--- src/rtl/keyload_pkg.sv ---
// Shared types and helpers for the key-generation input loader.
package keyload_pkg;

  typedef enum logic [2:0] {
    StIdle,
    StLoadP,
    StLoadQ,
    StFlush,
    StKick,
    StWaitKg,
    StDone
  } state_e;

  // Stream words needed to build one prime (half the key width).
  function automatic int unsigned words_per_prime(input int unsigned data_width,
                                                  input int unsigned in_width);
    return (data_width / 2) / in_width;
  endfunction

  // Configuration sanity: batch fits the RAM and stream words tile a prime exactly.
  function automatic bit cfg_ok(input int unsigned data_width, input int unsigned addr_width,
                                input int unsigned file_size, input int unsigned in_width);
    return (file_size >= 1) && (longint'(file_size) <= (longint'(1) << addr_width)) &&
           (in_width != 0) && (((data_width / 2) % in_width) == 0);
  endfunction

endpackage

--- src/rtl/key_input_loader_word_assembler.sv ---
// Collects IN_WIDTH stream words, LSW first, into one OUT_WIDTH word.
module word_assembler #(
  parameter int unsigned IN_WIDTH  = 32,
  parameter int unsigned OUT_WIDTH = 512
) (
  input  logic                 clock,
  input  logic                 reset,
  input  logic                 clear,
  input  logic                 accept,
  input  logic [IN_WIDTH-1:0]  in_data,
  output logic                 full,
  output logic [OUT_WIDTH-1:0] word
);

  localparam int unsigned Wpp  = OUT_WIDTH / IN_WIDTH;
  localparam int unsigned CntW = (Wpp > 1) ? $clog2(Wpp) : 1;
  localparam logic [CntW-1:0] LastCnt = CntW'(Wpp - 1);

  logic [CntW-1:0]      cnt_q, cnt_d;
  logic [OUT_WIDTH-1:0] data_q, data_d;

  // Drop the accepted word into its slot and advance the wrapping word counter.
  always_comb begin
    data_d = data_q;
    cnt_d  = cnt_q;
    for (int i = 0; i < int'(Wpp); i++) begin
      if (accept && (cnt_q == CntW'(i))) data_d[i*IN_WIDTH +: IN_WIDTH] = in_data;
    end
    if (clear) begin
      cnt_d = '0;
    end else if (accept) begin
      cnt_d = (cnt_q == LastCnt) ? '0 : cnt_q + CntW'(1);
    end
  end

  // The full pulse and word are combinational so the parent can register the RAM write.
  always_comb begin
    full = accept && (cnt_q == LastCnt);
    word = data_d;
  end

  // Counter and assembly register; both hold while nothing is accepted.
  always_ff @(posedge clock or posedge reset) begin
    if (reset) begin
      cnt_q  <= '0;
      data_q <= '0;
    end else begin
      cnt_q  <= cnt_d;
      data_q <= data_d;
    end
  end

endmodule

--- src/rtl/key_input_loader.sv ---
// Loads FILE_SIZE (p,q) prime pairs from a word stream into the input RAMs,
// then kicks key generation and waits for it to finish.
// Optional build macro KEYLOAD_ODD_CHECK_EN: flags even primes in err and skips the kick.
module key_input_loader
  import keyload_pkg::*;
#(
  parameter int unsigned DATA_WIDTH     = 1024,
  parameter int unsigned RAM_ADDR_WIDTH = 5,
  parameter int unsigned FILE_SIZE      = 32,
  parameter int unsigned IN_WIDTH       = 32
) (
  input  logic                      clock,
  input  logic                      reset,
  input  logic                      load_start,
  input  logic [IN_WIDTH-1:0]       in_data,
  input  logic                      in_valid,
  output logic                      in_ready,
  output logic [DATA_WIDTH/2-1:0]   p_din,
  output logic [RAM_ADDR_WIDTH-1:0] p_wr_addr,
  output logic                      p_wr_en,
  output logic [DATA_WIDTH/2-1:0]   q_din,
  output logic [RAM_ADDR_WIDTH-1:0] q_wr_addr,
  output logic                      q_wr_en,
  output logic                      kg_start,
  input  logic                      kg_done,
  output logic                      busy,
  output logic                      done,
  output logic                      err
);

  localparam int unsigned HalfW = DATA_WIDTH / 2;
  localparam int unsigned Wpp   = words_per_prime(DATA_WIDTH, IN_WIDTH);
  localparam logic [RAM_ADDR_WIDTH-1:0] LastK = RAM_ADDR_WIDTH'(FILE_SIZE - 1);

  if (!cfg_ok(DATA_WIDTH, RAM_ADDR_WIDTH, FILE_SIZE, IN_WIDTH) || (Wpp * IN_WIDTH != HalfW))
  begin : g_bad_cfg
    $error("key_input_loader: FILE_SIZE exceeds RAM depth or IN_WIDTH does not divide prime");
  end

  state_e state_q, state_d;
  logic [RAM_ADDR_WIDTH-1:0] k_q, k_d;
  logic [HalfW-1:0]          p_din_q, p_din_d, q_din_q, q_din_d;
  logic [RAM_ADDR_WIDTH-1:0] p_addr_q, p_addr_d, q_addr_q, q_addr_d;
  logic                      p_wr_q, p_wr_d, q_wr_q, q_wr_d;

  logic             p_accept, q_accept, clear;
  logic             p_full, q_full;
  logic [HalfW-1:0] p_word, q_word;

  assign p_accept = in_valid && (state_q == StLoadP);
  assign q_accept = in_valid && (state_q == StLoadQ);
  // A new batch may only begin from IDLE or DONE.
  assign clear    = load_start && ((state_q == StIdle) || (state_q == StDone));

  word_assembler #(.IN_WIDTH(IN_WIDTH), .OUT_WIDTH(HalfW)) u_p_asm (
    .clock   (clock),
    .reset   (reset),
    .clear   (clear),
    .accept  (p_accept),
    .in_data (in_data),
    .full    (p_full),
    .word    (p_word)
  );

  word_assembler #(.IN_WIDTH(IN_WIDTH), .OUT_WIDTH(HalfW)) u_q_asm (
    .clock   (clock),
    .reset   (reset),
    .clear   (clear),
    .accept  (q_accept),
    .in_data (in_data),
    .full    (q_full),
    .word    (q_word)
  );

`ifdef KEYLOAD_ODD_CHECK_EN
  logic err_q, err_d;
`endif

  // State register.
  always_ff @(posedge clock or posedge reset) begin
    if (reset) state_q <= StIdle;
    else       state_q <= state_d;
  end

  // Next-state logic.
  always_comb begin
    state_d = state_q;
    case (state_q)
      StIdle:   if (load_start) state_d = StLoadP;
      StLoadP:  if (p_full) state_d = StLoadQ;
      StLoadQ:  if (q_full) state_d = (k_q != LastK) ? StLoadP : StFlush;
`ifdef KEYLOAD_ODD_CHECK_EN
      StFlush:  state_d = err_q ? StDone : StKick;
`else
      StFlush:  state_d = StKick;
`endif
      StKick:   state_d = StWaitKg;
      StWaitKg: if (kg_done) state_d = StDone;
      StDone:   if (load_start) state_d = StLoadP;
      default:  state_d = StIdle;
    endcase
  end

  // Output decode from the current state.
  always_comb begin
    in_ready = (state_q == StLoadP) || (state_q == StLoadQ);
    busy     = (state_q != StIdle) && (state_q != StDone);
    done     = (state_q == StDone);
    kg_start = (state_q == StKick);
  end

  // RAM write registers and the entry index; k advances with each completed q.
  always_comb begin
    k_d      = k_q;
    p_din_d  = p_full ? p_word : p_din_q;
    q_din_d  = q_full ? q_word : q_din_q;
    p_addr_d = p_full ? k_q : p_addr_q;
    q_addr_d = q_full ? k_q : q_addr_q;
    p_wr_d   = p_full;
    q_wr_d   = q_full;
    if (clear) begin
      k_d = '0;
    end else if (q_full && (k_q != LastK)) begin
      k_d = k_q + RAM_ADDR_WIDTH'(1);
    end
  end

`ifdef KEYLOAD_ODD_CHECK_EN
  // Sticky even-prime flag; bit 0 of the assembled word is bit 0 of word 0.
  always_comb begin
    err_d = err_q;
    if (clear) begin
      err_d = 1'b0;
    end else if ((p_full && !p_word[0]) || (q_full && !q_word[0])) begin
      err_d = 1'b1;
    end
  end

  // Error flag register.
  always_ff @(posedge clock or posedge reset) begin
    if (reset) err_q <= 1'b0;
    else       err_q <= err_d;
  end

  assign err = err_q;
`else
  assign err = 1'b0;
`endif

  // Datapath registers.
  always_ff @(posedge clock or posedge reset) begin
    if (reset) begin
      k_q      <= '0;
      p_din_q  <= '0;
      q_din_q  <= '0;
      p_addr_q <= '0;
      q_addr_q <= '0;
      p_wr_q   <= 1'b0;
      q_wr_q   <= 1'b0;
    end else begin
      k_q      <= k_d;
      p_din_q  <= p_din_d;
      q_din_q  <= q_din_d;
      p_addr_q <= p_addr_d;
      q_addr_q <= q_addr_d;
      p_wr_q   <= p_wr_d;
      q_wr_q   <= q_wr_d;
    end
  end

  assign p_din     = p_din_q;
  assign q_din     = q_din_q;
  assign p_wr_addr = p_addr_q;
  assign q_wr_addr = q_addr_q;
  assign p_wr_en   = p_wr_q;
  assign q_wr_en   = q_wr_q;

endmodule

--- config.mk ---
export PLATFORM = sky130hd
export DESIGN_NAME = key_input_loader
export DESIGN_NICKNAME = d
export VERILOG_FILES = /design/src/rtl/keyload_pkg.sv /design/src/rtl/key_input_loader_word_assembler.sv /design/src/rtl/key_input_loader.sv
export SDC_FILE = /design/constraint.sdc
export NUM_CORES = 2
export LEC_CHECK = 0
export CAP_MARGIN = 10
export CORE_ASPECT_RATIO = 0.8
export CORE_MARGIN = 3
export CORE_UTILIZATION = 29
export CTS_CLUSTER_DIAMETER = 30
export CTS_CLUSTER_SIZE = 10
export DETAILED_ROUTE_END_ITERATION = 10
export GPL_ROUTABILITY_DRIVEN = 1
export SLEW_MARGIN = 5
export SYNTH_ARGS = -nofsm -noshare
export SYNTH_HDL_FRONTEND = slang
export SYNTH_SLANG_ARGS = --single-unit
--- constraint.sdc ---
create_clock -name clock -period 75.7 [get_ports clock]
set_input_delay 11.355 -clock clock [delete_from_list [all_inputs] [get_ports clock]]
set_output_delay 11.355 -clock clock [all_outputs]
set_load 0.02 [all_outputs]
==> reports/qor.yml <==
area_growth_pct: 35.3
boundaryPins: 1078
synth_top_family_by_area: "multiplexers"
crit_chain: "clkdlybuf4s50_1 > inv_8 > buf_4 > buf_4 > buf_4 > buf_4 > buf_4 > buf_4"
yosys.area_share.xor_xnor: 0.000113
netlist.area_leader.share: 0.647
ys_seq_elements: 2012
detail_route.wirelength_um: 256000
final_antenna_net_count: 0
timing_worst_setup_path_type: "in2async"
max_capacitance_violation_total: 0
crit_arrival_ps: 17310
crit_fanout: 132
timing_max_transition_violations_final: 0
hold_path_depth: 1
cp_slowest_cell: "sky130_fd_sc_hd__buf_4"
post-place-ws_ps: 58200
gp_congestion: 0.781
core_um2: 266000
routedWlPerCell_um: 26.1
power.density_nw_per_um2: 29.9
track_usage: 0.182
syn-num-nets: 4886
bufs_on_longest_clock_path: 4
cts_setup_buffers: 0
via_count: 46400
setup_viol_count_final: 0
finClkSkew_ps: 52.5
first_iter_violations: 2452
crit_path_end_kind: "async pin"
timing.critical_path.mode_cell: "sky130_fd_sc_hd__buf_4"
cp_startpoint_kind: "input pin"
grt_overflow: 0
largest_net_degree_at_the_start_of_global_routing: 175
worstSetupPathDepth: 8
drc: 0
ys_async_sr_fraction: 1.00
cts_hold_buffers: 0
die_w_um: 585
tightest_slew_ps: 1160
max_stage_delay_ps: 860
min_path_type: "reg2reg"
r2r_cells: 7
worst_path_dominant_cell_family: "buffers and inverters"
outcome: "completed"
fin_worst_setup_slack_ps: 59230
synth_top_flop_cell: "sky130_fd_sc_hd__dfrtp_1"
ir_worst_vdd_mv: 0.0262
clk_transition_reported_paths_ps: 50
rrSetupSlack_ps: 69990
achievable-frequency_ghz: 0.0607
tritoncts.num_buffers: 383
numPortBuffers: 1076
synth_sequential_area_ratio: 0.647
detailed_placement_hpwl_um: 162000
fin_crit_ps: 16470
die_area_um2: 275000
synth_edf_count: 0
via_count_of_the_first_global_routing_pass: 48100
final_layout_size_suffix_gt1_frac: 0.443
worst_slew_margin_rel: 0.223
post_synth_fa_ha_maj_area_fraction: 0.00161
firstDrtPassIters: 7
die_height_um: 469
tritoncts: "yes"
critPathBufInv: 8
cts_resized: 0
ctsRootBufferMaster: "sky130_fd_sc_hd__clkbuf_16"
yosys_warnings: 0
muxShareOfSynthArea: 0.301
synthesis.area_um2: 77800
cts_max_level: 5
synth-compound-area-share: 0.0147
critical_path_required_ps: 76540
start_util: 0.293
synth.lib_cells_used.distinct: 46
synth_simple_gate_area_frac: 0.00756
initial_antenna_violation_count: 31
row_count: 169
fin_nets: 6040
period_share: 0.218
nFillCells: 24300
rsz0062_at_grt: "false"
finalHoldViolations: 0
vias_per_cell: 4.72
clock_latency_ps: 840
totalNegativeSetupSlack_ps: 0
cts.sinks: 2012
main_area_contributors_after_synthesis: "sky130_fd_sc_hd__dfrtp_1 65%, sky130_fd_sc_hd__mux2_2 28%, sky130_fd_sc_hd__o21ai_0 1.3%"
grt_pass1_wl_um: 364000
p_leak_nw: 50.9
syn_area_per_cell_um2: 16.1
cell_count_after_synthesis: 4839
netlist.top_cell.by_area: "sky130_fd_sc_hd__dfrtp_1"
## layout by cell type (no fill, tap or decap), drive strengths merged, types with 2 or more instances in the layout
master	netlist	final
a21oi	17	17
clkinvlp	0	39
ha	10	10
clkinv	0	105
nand4bb	2	2
nor3b	2	2
nor3	4	4
nand2b	3	3
o31ai	3	3
nand4	7	7
dfrtp	2012	2012
o21ai	200	200
diode	0	16
and4b	3	3
nand3	19	19
nor2b	2	2
or4b	3	3
nor2	4	4
and3	4	4
nor4	3	3
clkbuf	193	477
mux2i	96	96
or3	3	3
or4	4	4
and4bb	2	2
inv	13	33
bufinv	0	56
nand2	16	16
mux2	1994	1994
buf	210	128
clkdlybuf4s50	0	1044
nand4b	2	2
## kinds of logic (layout without fill, tap and decap cells)
| group | Yosys count | after routing |
|---|---|---|
| mux | 2090 | 2090 |
| flops | 2012 | 2012 |
| buf+inv | 416 | 1882 |
| compound gates | 224 | 224 |
| simple gates | 85 | 85 |
| fa+ha+maj | 10 | 10 |
| other cells | 1 | 17 |
| xor+xnor | 1 | 1 |
## cell type report
| class | instances | area, um2 | share of cell area |
|---|---|---|---|
| clock buffers | 477 | 10500 | 0.0999 |
| inverters | 13 | 61.3 | 0.000582 |
| diodes | 16 | 40.0 | 0.000380 |
| multi-input cells | 2411 | 25500 | 0.242 |
| well taps | 3505 | 4390 | 0.0417 |
| flip-flops and latches | 2012 | 50300 | 0.478 |
| repair buffers | 1172 | 11400 | 0.108 |
| clock inverters | 220 | 3000 | 0.0285 |
## state kept, by name, indices dropped and copies added, names as in the netlist
signal	flops
p_din	512
u_q_asm.data_q	480
p_wr_en	1
p_wr_addr	5
u_q_asm.cnt_q	4
q_wr_en	1
k_q	5
u_p_asm.cnt_q	4
state_q	3
q_wr_addr	5
u_p_asm.data_q	480
q_din	512
## metrics by stage
stage	hold WS, ps	util	power, mW	instances	instance area (um2)
floorplan	454	-	1.35	4839	77800
global placement	465	0.345	1.40	9111	91700
CTS	451	0.396	3.18	9808	105000
detailed placement	471	0.345	1.41	9111	91700
global route	467	0.396	3.26	9813	105000
finish	450	0.396	3.15	9826	105000
## path summary, 6_finish.rpt
check,end,from
max reg2reg,q_din[43],u_q_asm.cnt_q[3]
max,q_din[105],reset
min,q_din[299],u_q_asm.data_q[299]
max in group clock,q_din[43],in_valid
min in group asynchronous,q_din[374],reset
min reg2reg,q_din[299],u_q_asm.data_q[299]
## where the power goes
group	total, mW	switching, mW	internal (mW)
Clock	1.76	0.579	1.18
Combinational	0.202	0.110	0.0923
Sequential	1.19	0.0383	1.15
Total	3.15	0.727	2.42
## cell usage after synthesis, types with 2 or more instances
| cell type | n |
|---|---|
| sky130_fd_sc_hd__nand4b_1 | 2 |
| sky130_fd_sc_hd__or3_1 | 3 |
| sky130_fd_sc_hd__inv_1 | 12 |
| sky130_fd_sc_hd__mux2_2 | 1961 |
| sky130_fd_sc_hd__or4_1 | 4 |
| sky130_fd_sc_hd__nand4bb_1 | 2 |
| sky130_fd_sc_hd__mux2_1 | 28 |
| sky130_fd_sc_hd__buf_1 | 7 |
| sky130_fd_sc_hd__clkbuf_1 | 193 |
| sky130_fd_sc_hd__o31ai_1 | 3 |
| sky130_fd_sc_hd__nand2_1 | 15 |
| sky130_fd_sc_hd__nor4_2 | 2 |
| sky130_fd_sc_hd__and4b_1 | 3 |
| sky130_fd_sc_hd__mux2_4 | 5 |
| sky130_fd_sc_hd__o21ai_0 | 200 |
| sky130_fd_sc_hd__nand4_1 | 6 |
| sky130_fd_sc_hd__buf_6 | 47 |
| sky130_fd_sc_hd__dfrtp_1 | 2012 |
| sky130_fd_sc_hd__and3_1 | 4 |
| sky130_fd_sc_hd__nor3_2 | 4 |
| sky130_fd_sc_hd__nand3_1 | 19 |
| sky130_fd_sc_hd__mux2i_1 | 96 |
| sky130_fd_sc_hd__buf_2 | 133 |
| sky130_fd_sc_hd__nand2b_1 | 3 |
| sky130_fd_sc_hd__a21oi_1 | 17 |
| sky130_fd_sc_hd__nor2_1 | 4 |
| sky130_fd_sc_hd__nor2b_1 | 2 |
| sky130_fd_sc_hd__or4b_1 | 3 |
| sky130_fd_sc_hd__buf_4 | 23 |
| sky130_fd_sc_hd__ha_1 | 10 |
## per-layer routing
layer,track usage,part of all wire
met3,0.0559,0.080
met4,0.0643,0.035
met5,0,0
met2,0.284,0.46
met1,0.237,0.43
## worst reg2reg max path: cells and delay by family, from the launching register on
| kind | cells | cell delay (ps) |
|---|---|---|
| multiplexers | 1 | 500 |
| flip-flops | 1 | 730 |
| AND/OR/NAND/NOR | 2 | 1210 |
| buffers and inverters | 4 | 3130 |
Power figures use the tool's default switching activity.
